[config.mk]
export PLATFORM = sky130hd
export DESIGN_NAME = carry_save_resolver
export DESIGN_NICKNAME = d
export VERILOG_FILES = /design/src/rtl/carry_save_resolver.sv
export SDC_FILE = /design/constraint.sdc
export NUM_CORES = 1
export LEC_CHECK = 0
export CAP_MARGIN = 25
export CORE_ASPECT_RATIO = 2
export CORE_MARGIN = 5
export CORE_UTILIZATION = 35
export DETAILED_ROUTE_END_ITERATION = 6
export SLEW_MARGIN = 15
export SYNTH_ARGS = -nofsm -noshare
export SYNTH_HDL_FRONTEND = slang
export SYNTH_SLANG_ARGS = --single-unit
[constraint.sdc]
create_clock -name clk -period 4.9 [get_ports clk]
set_clock_uncertainty 0.15 [all_clocks]
set_input_delay 1.47 -clock clk [delete_from_list [all_inputs] [get_ports clk]]
set_output_delay 1.47 -clock clk [all_outputs]
set_load 0.02 [all_outputs]
[src/rtl/carry_save_resolver.sv]
// Resolves a redundant (sum, carry) pair to binary, CHUNK bits per clock.
// Valid/ready on both sides; the result is held until the sink takes it.
module carry_save_resolver #(
    parameter int N     = 8,
    parameter int CHUNK = 4
) (
    input  logic         clk,
    input  logic         rst_n,
    input  logic         in_valid,
    output logic         in_ready,
    input  logic [N-1:0] in_sum,
    input  logic [N-1:0] in_carry,
    output logic         out_valid,
    input  logic         out_ready,
    output logic [N+1:0] out_result,
    output logic         busy
);

    localparam int W   = N + 2;
    localparam int NCH = (W + CHUNK - 1) / CHUNK;
    localparam int PW  = NCH * CHUNK;
    localparam int KW  = (NCH > 1) ? $clog2(NCH) : 1;

    typedef enum logic [1:0] {
        IDLE,
        BUSY,
        DONE
    } state_t;

    state_t          state;
    state_t          state_nxt;
    logic [PW-1:0]   a_q;
    logic [PW-1:0]   b_q;
    logic [PW-1:0]   acc_q;
    logic [PW-1:0]   acc_nxt;
    logic [KW-1:0]   k_q;
    logic            c_q;
    logic [CHUNK:0]  csum;
    logic [W-1:0]    res_q;
    logic            accept;
    logic            last_chunk;

    assign accept     = in_valid && (state == IDLE);
    assign last_chunk = (k_q == KW'(NCH - 1));

    // State register
    always_ff @(posedge clk or negedge rst_n) begin
        if (!rst_n) begin
            state <= IDLE;
        end else begin
            state <= state_nxt;
        end
    end

    // Next-state: one pass through BUSY per chunk, then wait for the sink
    always_comb begin
        state_nxt = state;
        unique case (state)
            IDLE:    if (in_valid) state_nxt = BUSY;
            BUSY:    if (last_chunk) state_nxt = DONE;
            DONE:    if (out_ready) state_nxt = IDLE;
            default: state_nxt = IDLE;
        endcase
    end

    // Handshake outputs are pure decodes of the state
    always_comb begin
        in_ready  = (state == IDLE);
        out_valid = (state == DONE);
        busy      = (state != IDLE);
    end

    // One chunk of the carry-propagate add, with the carry from the chunk below
    always_comb begin
        csum = {1'b0, a_q[k_q*CHUNK +: CHUNK]}
             + {1'b0, b_q[k_q*CHUNK +: CHUNK]}
             + {{CHUNK{1'b0}}, c_q};
        acc_nxt = acc_q;
        acc_nxt[k_q*CHUNK +: CHUNK] = csum[CHUNK-1:0];
    end

    // Operand capture, chunk iteration, and publishing the finished result
    always_ff @(posedge clk or negedge rst_n) begin
        if (!rst_n) begin
            a_q   <= '0;
            b_q   <= '0;
            acc_q <= '0;
            k_q   <= '0;
            c_q   <= 1'b0;
            res_q <= '0;
        end else if (accept) begin
            a_q   <= {{(PW-N){1'b0}}, in_sum};
            b_q   <= {{(PW-N-1){1'b0}}, in_carry, 1'b0};
            acc_q <= '0;
            k_q   <= '0;
            c_q   <= 1'b0;
        end else if (state == BUSY) begin
            acc_q <= acc_nxt;
            c_q   <= csum[CHUNK];
            if (last_chunk) begin
                res_q <= acc_nxt[W-1:0];
            end else begin
                k_q <= k_q + KW'(1);
            end
        end
    end

    assign out_result = res_q;

    // The top chunk can never carry out: 3*(2^N-1) fits in N+2 bits
    always @(posedge clk) begin
        if (rst_n && state == BUSY && last_chunk) begin
            assert (!csum[CHUNK]);
        end
    end

endmodule

==> summary.txt <==
Synthesis
  • Syn avg cell area: 11.3 µm²
  • Synth Area in Simple Gates: 13.6%
  • Yosys warns: 0
  • Synth Net Count: 217
  • Seq/Total Area, Yosys: 48.5%
  • Main combinational cell family by area after synthesis: multiplexers
  • Synth Area in Compound Gates: 11.4%
  • Number of synthesized register bits: 41
  • Synth cell types: 37
  • Post-Syn Area: 0.00211 mm²
  • XOR/XNOR Fraction of Synth Area: 0.414%
  • Synth Instances: 187
  • Post-synthesis mux area share: 15.1%
  • Adder-Cell Fraction of Synth Area: 6.63%

Global routing
  • M1 GR Usage: 12.2%
  • Initial antenna violation count: 0
  • First-pass GRT wire length: 7.20 mm
  • Grt total ovfl: 0
  • Largest net degree at the start of global routing: 42
  • Gr usage total: 12.3%
  • Gr busiest metal: met2
  • Grt met2 use: 22.4%
  • Vias in the first global route: 1,497
  • GRT met3 Usage: 3.56%

Drt
  • Routed WL per cell: 14.9 µm
  • Vias/cell: 5.07
  • Residual DRC: 0
  • DR iter-0 viols: 39
  • TritonRoute pass-1 iters: 4
  • Via count: 1,435
  • WL final: 4.21 mm
  • Antenna viol nets, final: 0

Floorplan
  • Row count: 40
  • Die X: 65.0 µm
  • DIE AREA: 0.00779 mm²
  • Core area: 0.00596 mm²
  • Vert. Die Dim: 120 µm
  • # IOs: 33
  • Initial Util: 35.5%

Critical path
  • Crit path kind: reg2out
  • FF-to-FF setup slack: 1940 ps
  • Launching point of the worst reg2reg path: k_q[0]
  • Max FO, Critical Path: 11
  • Worst Path Required: 3280 ps
  • Worst Setup End Kind: primary output
  • Reg2Reg Depth: 8
  • Setup crit start kind: register
  • CP arrival: 1710 ps
  • FF-to-FF End: acc_q[9]

STA
  • Final Critical Period: 3330 ps
  • Final worst path period share: 67.9%
  • Top achievable clock speed: 301 MHz
  • Setup ws final: 1570 ps
  • Normalized max-slew margin: 58.7%
  • Final hold viol count: 0
  • RSZ-0062 raised after global routing: false
  • Endpoints failing setup: 0
  • Setup TNS: 0 ps
  • Final Slew Violations: 0
  • Slew @ Worst Pin: 620 ps

Min path
  • WHS Path Cells: 2
  • Worst hold start: acc_q[4]
  • Min-delay worst type: reg2reg
  • Worst Hold End: acc_q[4]

Clocking
  • H-tree depth: 2
  • CTS tree: yes
  • Post-CTS Setup Repair Bufs: 0
  • Worst-skew pair later-pin latency: 290 ps
  • Clk slew on worst S/H paths: 60 ps
  • CTS Hold Bufs: 0
  • Post-CTS sizing: 0
  • Clock buffer depth: 2
  • Total CTS buffers: 5
  • CTS root buf: clkbuf_16
  • CTS Sinks: 41

Placement
  • GPL Wtd Cong: 0.759
  • Port-buffer cells: 32
  • DP HPWL: 3.22 mm
  • Post-place setup slack: 1860 ps

Power and ir drop
  • Pleak: 1.23 nW
  • Max IR drop VDD: 0.000330 V
  • Pwr/cell area: 754 mW/mm²

Finish
  • Share of layout cells above drive strength 1: 14.5%
  • Commonest non-fill, non-tap cell in the layout: dfrtp_1
  • Area taken by multi-input logic gates: 996 µm²
  • Sequential cell area: 0.00103 mm²
  • Area Growth Syn to Fin: 26.2%
  • Final net count: 249
  • Layout fillers: 584
  • Most frequent cells in the layout: dfrtp_1 (41), clkdlybuf4s50_1 (31), nor2_1 (19)
  • ANT cells: 0

Run
  • Max cap viols: 0

Outcome
  • Status: finished, final reports clean
[layout make-up]
type	instances	share of cell area, %
multi-input cells	129	37.3
repair buffers	33	12.9
clock buffers	5	4.69
clock inverters	3	2.44
inverters	9	1.27
well taps	63	2.95
flip-flops and latches	41	38.5
[state kept, by name (all words and copies together), names as in the netlist]
register and cells:
out_result 10, acc_q 10, a_q 8, state 2
b_q 8, c_q 1, k_q 2
[routing by layer]
| layer | routed length [µm] | up-vias | share of wire [%] |
|---|---|---|---|
| met5 | 0 | - | 0 |
| met4 | 118 | 0 | 2.8 |
| met3 | 157 | 10 | 3.7 |
| met2 | 2390 | 26 | 57 |
| met1 | 1540 | 688 | 37 |
| li1 | - | 711 | - |
[cells by family (layout without fill, tap and decap cells)]
family	count (synthesis)	count (layout)
DFF	41	41
buffers and inverters	17	50
adders and majority gates	10	10
xor gates and xnor gates	1	1
and+or+nand+nor	56	56
muxes	26	26
AOI/OAI and AO/OA	36	36
[cell usage after synthesis (all sizes together)]
library cell	n	share of area (%)
dfrtp	41	49
nor2	19	3.4
mux2	18	11
nand2	17	3.0
o21ai	12	2.8
inv	9	1.6
ha	8	4.7
mux2i	8	3.8
a22o	7	2.9
buf	6	2.4
a21oi	5	1.2
a221oi	5	2.1
a21o	4	1.4
and2	4	1.3
nand2b	3	0.89
a31oi	2	0.59
clkbuf	2	0.36
fa	2	1.9
nand3	2	0.47
nor4b	2	1.1
and2b	1	0.36
and3	1	0.30
and3b	1	0.41
and4b	1	0.47
nor2b	1	0.30
nor4bb	1	0.47
o21bai	1	0.36
or2	1	0.41
or2b	1	0.36
or3	1	0.30
xor2	1	0.41
[stage by stage]
step                      power (mW)  area [µm²]  cells  util (%)  hold slack, ps
after floorplan                 1.33        2110    187         -             292
after global placement          1.59        2450    274      41.1             311
after detailed placement        1.61        2450    274      41.1             313
after CTS                       2.05        2640    282      44.3             328
after global routing            2.19        2670    283      44.8             335
final                           2.01        2670    283      44.8             322
[worst max-delay path: stages, from the launching register on]
cell and delay [ps]:
dfrtp_1 490, or2_4 280, inv_2 50, clkdlybuf4s50_1 600
[power breakdown]
group          switching [mW]  leakage (nW)  internal (mW)
sequential              0.125         0.514          0.497
combinational           0.494         0.620          0.471
clock                   0.135        0.0938          0.291
total                   0.754          1.23           1.26
[worst max path at each step]
stage | startpoint | end | slack [ps] | cells past startpoint
finish | state[0] | in_ready | 1570 | 3
floorplan | k_q[1] | acc_q[9] | 2390 | 10
detailed placement | k_q[0] | out_result[9] | 1860 | 8
global route | state[0] | in_ready | 1490 | 3
CTS | state[0] | in_ready | 1560 | 3
global placement | state[0] | in_ready | 1890 | 3
(Power assumes the default switching activity.)
